===== config.mk =====
export PLATFORM = sky130hd
export DESIGN_NAME = bit_stream_tx_flat
export DESIGN_NICKNAME = d
export VERILOG_FILES = /design/src/rtl/bit_stream_pkg.sv /design/src/rtl/bit_stream_tx_if.sv /design/src/rtl/bit_stream_shreg.sv /design/src/rtl/bit_stream_tx.sv /design/src/flat_wrapper.sv
export SDC_FILE = /design/constraint.sdc
export NUM_CORES = 1
export LEC_CHECK = 0
export CAP_MARGIN = 10
export CORE_MARGIN = 2
export CORE_UTILIZATION = 25
export CTS_CLUSTER_SIZE = 8
export DETAILED_ROUTE_END_ITERATION = 10
export GPL_TIMING_DRIVEN = 0
export PLACE_DENSITY = 0.56
export SLEW_MARGIN = 15
export SYNTH_ARGS = -nofsm -noshare
export SYNTH_HDL_FRONTEND = slang
export SYNTH_SLANG_ARGS = --single-unit

===== constraint.sdc =====
create_clock -name clk -period 2.54 [get_ports clk]
set_input_delay 0.381 -clock clk [delete_from_list [all_inputs] [get_ports clk]]
set_output_delay 0.381 -clock clk [all_outputs]
set_load 0.1 [all_outputs]

===== src/rtl/bit_stream_pkg.sv =====
// Shared types and constants for the enable-qualified serial transmitter.
package bit_stream_pkg;

    typedef enum logic [1:0] {
        IDLE  = 2'd0,
        SHIFT = 2'd1,
        GAP   = 2'd2
    } state_e;

    localparam int DEF_DATA_W  = 8;
    localparam int DEF_GAP_CYC = 0;
    localparam int DEF_CNT_W   = 16;

    // Width needed to index n distinct values (0..n-1), never below one bit.
    function automatic int idx_w(input int n);
        return (n < 2) ? 1 : $clog2(n);
    endfunction

endpackage


===== src/rtl/bit_stream_tx_if.sv =====
// Word handshake in, serial stream out; master drives words, slave is the transmitter.
interface bit_stream_tx_if
    import bit_stream_pkg::*;
#(
    parameter int DATA_W = DEF_DATA_W,
    parameter int CNT_W  = DEF_CNT_W
);
    logic              s_valid;
    logic              s_ready;
    logic [DATA_W-1:0] s_data;
    logic              o_en;
    logic              o_d;
    logic              o_last;
    logic              o_busy;
    logic [CNT_W-1:0]  o_word_cnt;

    modport master (
        output s_valid, s_data,
        input  s_ready, o_en, o_d, o_last, o_busy, o_word_cnt
    );

    modport slave (
        input  s_valid, s_data,
        output s_ready, o_en, o_d, o_last, o_busy, o_word_cnt
    );
endinterface


===== src/rtl/bit_stream_shreg.sv =====
// Loadable shift register: first_o is the first bit of din, bit_o the next bit still to send.
module bit_stream_shreg
    import bit_stream_pkg::*;
#(
    parameter int DATA_W    = DEF_DATA_W,
    parameter int LSB_FIRST = 0
) (
    input  logic              clk,
    input  logic              rst_n,
    input  logic              load,
    input  logic              shift,
    input  logic [DATA_W-1:0] din,
    output logic              first_o,
    output logic              bit_o
);
    // Only the DATA_W-1 bits after the first are stored; the first goes straight to the output flop.
    logic [DATA_W-2:0] data_q, data_d;
    logic [DATA_W-2:0] load_val, shift_val;

    generate
        if (LSB_FIRST != 0) begin : g_lsb
            assign first_o   = din[0];
            assign load_val  = din[DATA_W-1:1];
            assign bit_o     = data_q[0];
            assign shift_val = data_q >> 1;
        end else begin : g_msb
            assign first_o   = din[DATA_W-1];
            assign load_val  = din[DATA_W-2:0];
            assign bit_o     = data_q[DATA_W-2];
            assign shift_val = data_q << 1;
        end
    endgenerate

    always_comb begin
        data_d = data_q;
        if (load) begin
            data_d = load_val;
        end else if (shift) begin
            data_d = shift_val;
        end
    end

    always_ff @(posedge clk or negedge rst_n) begin
        if (!rst_n) begin
            data_q <= '0;
        end else begin
            data_q <= data_d;
        end
    end
endmodule


===== src/rtl/bit_stream_tx.sv =====
// Word-to-serial transmitter: one-word hold buffer, shift FSM, optional inter-word gap, word counter.
module bit_stream_tx
    import bit_stream_pkg::*;
#(
    parameter int DATA_W    = DEF_DATA_W,
    parameter int LSB_FIRST = 0,
    parameter int GAP_CYC   = DEF_GAP_CYC,
    parameter int CNT_W     = DEF_CNT_W
) (
    input  logic            clk,
    input  logic            rst_n,
    bit_stream_tx_if.slave  bus
);
    localparam int IDX_W = idx_w(DATA_W);
    localparam int GAP_W = idx_w(GAP_CYC + 1);
    localparam logic [IDX_W-1:0] LAST_IDX = IDX_W'(DATA_W - 1);
    localparam logic [IDX_W-1:0] PENULT_IDX = IDX_W'(DATA_W - 2);

    state_e            state_q, state_d;
    logic [DATA_W-1:0] hold_q, hold_d;
    logic              hold_valid_q, hold_valid_d;
    logic [IDX_W-1:0]  bit_idx_q, bit_idx_d;
    logic [GAP_W-1:0]  gap_cnt_q, gap_cnt_d;
    logic [CNT_W-1:0]  word_cnt_q, word_cnt_d;
    logic              en_q, en_d;
    logic              d_q, d_d;
    logic              last_q, last_d;

    logic load, shift, start, first_bit, next_bit;

    bit_stream_shreg #(
        .DATA_W    (DATA_W),
        .LSB_FIRST (LSB_FIRST)
    ) u_shreg (
        .clk     (clk),
        .rst_n   (rst_n),
        .load    (load),
        .shift   (shift),
        .din     (hold_q),
        .first_o (first_bit),
        .bit_o   (next_bit)
    );

    always_comb begin
        state_d      = state_q;
        hold_d       = hold_q;
        hold_valid_d = hold_valid_q;
        bit_idx_d    = bit_idx_q;
        gap_cnt_d    = gap_cnt_q;
        word_cnt_d   = word_cnt_q;
        en_d         = 1'b0;
        d_d          = 1'b0;
        last_d       = 1'b0;
        load         = 1'b0;
        shift        = 1'b0;
        start        = 1'b0;

        // s_ready is just !hold_valid_q, so an accept never coincides with a load.
        if (bus.s_valid && !hold_valid_q) begin
            hold_d       = bus.s_data;
            hold_valid_d = 1'b1;
        end

        case (state_q)
            IDLE: begin
                start = hold_valid_q;
            end
            SHIFT: begin
                if (bit_idx_q == LAST_IDX) begin
                    word_cnt_d = word_cnt_q + CNT_W'(1);
                    if (GAP_CYC > 0) begin
                        state_d   = GAP;
                        gap_cnt_d = GAP_W'(GAP_CYC);
                    end else if (hold_valid_q) begin
                        start = 1'b1;
                    end else begin
                        state_d = IDLE;
                    end
                end else begin
                    shift     = 1'b1;
                    bit_idx_d = bit_idx_q + IDX_W'(1);
                    en_d      = 1'b1;
                    d_d       = next_bit;
                    last_d    = (bit_idx_q == PENULT_IDX);
                end
            end
            GAP: begin
                if (gap_cnt_q <= GAP_W'(1)) begin
                    gap_cnt_d = '0;
                    if (hold_valid_q) begin
                        start = 1'b1;
                    end else begin
                        state_d = IDLE;
                    end
                end else begin
                    gap_cnt_d = gap_cnt_q - GAP_W'(1);
                end
            end
            default: begin
                state_d = IDLE;
            end
        endcase

        // Loading drives the first bit on this same edge, so the word starts without a dead cycle.
        if (start) begin
            load         = 1'b1;
            hold_valid_d = 1'b0;
            state_d      = SHIFT;
            bit_idx_d    = '0;
            en_d         = 1'b1;
            d_d          = first_bit;
            last_d       = 1'b0;
        end
    end

    always_ff @(posedge clk or negedge rst_n) begin
        if (!rst_n) begin
            state_q      <= IDLE;
            hold_q       <= '0;
            hold_valid_q <= 1'b0;
            bit_idx_q    <= '0;
            gap_cnt_q    <= '0;
            word_cnt_q   <= '0;
            en_q         <= 1'b0;
            d_q          <= 1'b0;
            last_q       <= 1'b0;
        end else begin
            state_q      <= state_d;
            hold_q       <= hold_d;
            hold_valid_q <= hold_valid_d;
            bit_idx_q    <= bit_idx_d;
            gap_cnt_q    <= gap_cnt_d;
            word_cnt_q   <= word_cnt_d;
            en_q         <= en_d;
            d_q          <= d_d;
            last_q       <= last_d;
        end
    end

    assign bus.s_ready    = !hold_valid_q;
    assign bus.o_en       = en_q;
    assign bus.o_d        = d_q;
    assign bus.o_last     = last_q;
    assign bus.o_busy     = (state_q != IDLE) || hold_valid_q;
    assign bus.o_word_cnt = word_cnt_q;
endmodule


===== src/flat_wrapper.sv =====
// flat-port wrapper written by rule: the top's interface ports become plain ports
module bit_stream_tx_flat import bit_stream_pkg::*;
#(
    parameter int DATA_W    = DEF_DATA_W,
    parameter int LSB_FIRST = 0,
    parameter int GAP_CYC   = DEF_GAP_CYC,
    parameter int CNT_W     = DEF_CNT_W
)
  (clk, rst_n, bus_s_valid, bus_s_data, bus_s_ready, bus_o_en, bus_o_d, bus_o_last, bus_o_busy, bus_o_word_cnt);
  bit_stream_tx_if #(.DATA_W(DATA_W), .CNT_W(CNT_W)) bus_i ();
  input  logic clk;
  input  logic rst_n;
  input wire logic [$bits(bus_i.s_valid)-1:0] bus_s_valid;
  input wire logic [$bits(bus_i.s_data)-1:0] bus_s_data;
  output wire logic [$bits(bus_i.s_ready)-1:0] bus_s_ready;
  output wire logic [$bits(bus_i.o_en)-1:0] bus_o_en;
  output wire logic [$bits(bus_i.o_d)-1:0] bus_o_d;
  output wire logic [$bits(bus_i.o_last)-1:0] bus_o_last;
  output wire logic [$bits(bus_i.o_busy)-1:0] bus_o_busy;
  output wire logic [$bits(bus_i.o_word_cnt)-1:0] bus_o_word_cnt;
  assign bus_i.s_valid = bus_s_valid;
  assign bus_i.s_data = bus_s_data;
  assign bus_s_ready = bus_i.s_ready;
  assign bus_o_en = bus_i.o_en;
  assign bus_o_d = bus_i.o_d;
  assign bus_o_last = bus_i.o_last;
  assign bus_o_busy = bus_i.o_busy;
  assign bus_o_word_cnt = bus_i.o_word_cnt;
  bit_stream_tx #(.DATA_W(DATA_W), .LSB_FIRST(LSB_FIRST), .GAP_CYC(GAP_CYC), .CNT_W(CNT_W)) u_core (.clk(clk), .rst_n(rst_n), .bus(bus_i));
endmodule

==> results.sh, run 1 <==
export IMPL_pwr_share_clk=0.165
export IMPL_dp_cells=253
export IMPL_cts_resized=0
export IMPL_avgSynthCellArea_um2=12.1
export IMPL_routed_wl_um=2960
export IMPL_io_pins=32
export IMPL_routedWlPerCell_um=11.4
export IMPL_async_flop_share=1.00
export IMPL_ir_drop_v=0.000564
export IMPL_n_antenna_cell=0
export IMPL_die_area_um2=7470
export IMPL_powerDensity_nw_per_um2=1030
export IMPL_placed_area_um2=2120
export IMPL_drc=0
export IMPL_cts_root_buf="clkbuf_8"
export IMPL_grt_max_degree=28
export IMPL_hold_slack_ns=0.466
export IMPL_holdCritStartpoint="u_core.bus.o_word_cnt[15]"
export IMPL_htreeDepth=2
export IMPL_yosys_area_top_type_share=0.574
export IMPL_ys_seq_elements=39
export IMPL_r2r_cells=7
export IMPL_track_usage=0.0870
export IMPL_synth_commonest_cells="39 x dfrtp_1, 16 x nand2_1, 10 x nand3_1, 10 x xnor2_1, 9 x mux2_2"
export IMPL_hold_depth=1
export IMPL_grt_ovfl_total=0
export IMPL_crit_path_end_kind="output port"
export IMPL_syn_num_nets=157
export IMPL_hp_class="reg -> reg"
export IMPL_drv_slew=0
export IMPL_drt_iter0_markers=29
export IMPL_fin_area_um2=2210
export IMPL_sw_frac_of_total=0.420
export IMPL_netlist_area_um2=1700
export IMPL_hpwlAfterDp_um=2140
export IMPL_period_share=0.952
export IMPL_yosysTopAreaCell="dfrtp_1"
export IMPL_slew_headroom=0.347
export IMPL_insertion_delay_ns=0.28
export IMPL_die_x_um=86.4
export IMPL_fin_nets=197
export IMPL_core_area_um2=6680
export IMPL_max_freq_ghz=0.413
export IMPL_status="finished, final reports clean"
export IMPL_synthCells=141
export IMPL_hold_end="u_core.bus.o_word_cnt[15]"
export IMPL_grt_pass1_wl_um=5040
export IMPL_grt_pass1_vias=1132
export IMPL_clock_sinks=39
export IMPL_yosysMostFrequentCell="dfrtp_1"
export IMPL_antenna_left=0
export IMPL_start_util=0.254
export IMPL_pwr_share_comb=0.423
export IMPL_drive_gt1_frac=0.156
export IMPL_synth_top_cells_by_area="dfrtp_1 57%, mux2_2 6.0%, xnor2_1 5.2%"
export IMPL_multi_input_area_um2=691
export IMPL_synthDistinctLibCells=28
export IMPL_critical_path_class="reg -> out"
export IMPL_rr_endpoint="u_core.u_shreg.data_q[0]"
export IMPL_worstPathRequired_ns=2.16
export IMPL_port_buffer_count=31
export IMPL_synth_edf_count=0
export IMPL_num_vias=1105
export IMPL_synth_flop_cell="dfrtp_1"
export IMPL_worst_pin_slew_ns=0.976
export IMPL_post_cts_buffers=0
export IMPL_yosysWarnings=0
export IMPL_r2r_start="u_core.bit_idx_q[0]"
export IMPL_setup_violations=0
export IMPL_fin_skew_ns=0.00351
export IMPL_cts_buffers=5
export IMPL_path_max_fanout=7
export IMPL_routed_via_density=4.25
export IMPL_stdcell_count=260
export IMPL_seq_power_share=0.412
export IMPL_switching_power_uw=956
export IMPL_gp_congestion=0.726
export IMPL_hold_viol=0
export IMPL_syn2layout_area_growth_pct=29.9
export IMPL_p_leak_uw=0.000994
export IMPL_rows=30
export IMPL_cts_tree="yes"
export IMPL_path_clk_slew_ns=0.07
export IMPL_cp_arrival_ns=2.04
export IMPL_antenna_found_initial=0
export IMPL_rsz0062_at_grt="false"
export IMPL_seq_area_frac_synth=0.574
export IMPL_p_int_uw=1320
export IMPL_fin_crit_ns=2.42
export IMPL_dieHeight_um=86.4
export IMPL_start_kind="flop"
export IMPL_maxCapViolCount=0
export IMPL_rrSetupSlack_ns=0.72
export IMPL_regArea_um2=976
export IMPL_first_pass_iters=4
export IMPL_tns_ns=0
export IMPL_clk_path_buf_depth=2
export IMPL_final_fill_count=686
## power by group through the flow
stage	clock [uW]	sequential [uW]	combinational, uW
2_1_floorplan	0	1200	487
3_3_place_gp	0	950	966
3_5_place_dp	0	952	979
4_1_cts	397	943	983
5_1_grt	423	967	1040
6_report	376	940	964
## kinds of logic (layout without fill, tap and decap cells)
logic type / Yosys count / in the layout / synth area share
muxes: 15 / 15 / 0.0950
and+or+nand+nor: 50 / 50 / 0.166
AOI/OAI and AO/OA: 10 / 10 / 0.0309
xor gates and xnor gates: 15 / 15 / 0.0773
adders and majority gates: 5 / 5 / 0.0368
buffers and inverters: 7 / 46 / 0.0191
DFF: 39 / 39 / 0.574
## critical path, stage by stage (launching register included)
cell and delay [ns]:
dfrtp_1 0.46, or2_2 0.33, clkdlybuf4s50_1 0.97
## per-layer routing
layer  track usage  share of wire
met5             0              0
met4        0.0341         0.0071
met3        0.0314          0.046
met2         0.139           0.47
met1         0.107           0.48
## per-stage QoR
stage / setup slack [ns] / power (uW) / util
after floorplan: 0.418 / 1690 / -
after global routing: 0.0537 / 2430 / 0.330
after detailed placement: 0.409 / 1930 / 0.318
after CTS: 0.0846 / 2320 / 0.330
after global placement: 0.0594 / 1920 / 0.316
final: 0.121 / 2280 / 0.330
## layout make-up
class                           count  area share
Buffer                              3     0.00794
Clock buffer                        6      0.0329
Inverter                            4     0.00680
Multi-Input combinational cell     95       0.313
Sequential cell                    39       0.442
Tap cell                           80      0.0454
Timing Repair Buffer               33       0.152
## how the worst max path moves through the flow
stage / from / endpoint / slack (ns) / cells past startpoint
after global routing: u_core.hold_valid_q / bus_s_ready / 0.05 / 2
after detailed placement: u_core.state_q[0] / bus_o_busy / 0.41 / 2
after CTS: u_core.state_q[0] / bus_o_busy / 0.08 / 2
final: u_core.state_q[0] / bus_o_busy / 0.12 / 2
after global placement: rst_n / u_core.bus.o_word_cnt[14] / 0.06 / 1
after floorplan: u_core.bus.o_word_cnt[0] / u_core.bus.o_word_cnt[14] / 0.42 / 5
## repair_timing
item,CTS,global route
endpoints found under the hold margin,12,0
endpoints found under the setup margin,0,0
hold buffers,1,0
## state kept, by name, indices dropped and copies added, names as in the netlist
register,cells
u_core.bus.o_last,1
u_core.hold_valid_q,1
u_core.bus.o_d,1
u_core.hold_q,8
u_core.bit_idx_q,3
u_core.bus.o_en,1
u_core.state_q,1
u_core.bus.o_word_cnt,16
u_core.u_shreg.data_q,7
## cells in the final DEF (no fill, tap or decap), drive strengths merged
cell / n
or2b: 1
clkdlybuf4s50: 30
xor2: 5
nand2: 16
nand3: 12
or2: 3
mux2i: 6
nor2b: 2
nor3: 2
xnor2: 10
dfrtp: 39
inv: 4
and3: 2
buf: 5
nor2: 6
nor4: 2
ha: 5
a21o: 1
mux2: 9
nand2b: 1
o21ai: 9
nand4: 2
and2b: 1
dlygate4sd3: 1
clkbuf: 6
Note: power is estimated with default switching activity, not from simulation.
==> inputs of run 2 (changes only) <==
--- a/config.mk
+++ b/config.mk
@@ -8,9 +8,9 @@
 export CAP_MARGIN = 10
 export CORE_MARGIN = 2
 export CORE_UTILIZATION = 25
-export CTS_CLUSTER_SIZE = 8
 export DETAILED_ROUTE_END_ITERATION = 10
 export GPL_TIMING_DRIVEN = 0
+export MAX_ROUTING_LAYER = met4
 export PLACE_DENSITY = 0.56
 export SLEW_MARGIN = 15
 export SYNTH_ARGS = -nofsm -noshare
==> results of run 2 <==
The final DEF is identical to that of run 1; final timing and power are the same.
Among the figures that moved: final weighted congestion in routability-driven placement 0.726 -> 0.735; overall routing resource usage 0.0870 -> 0.0895
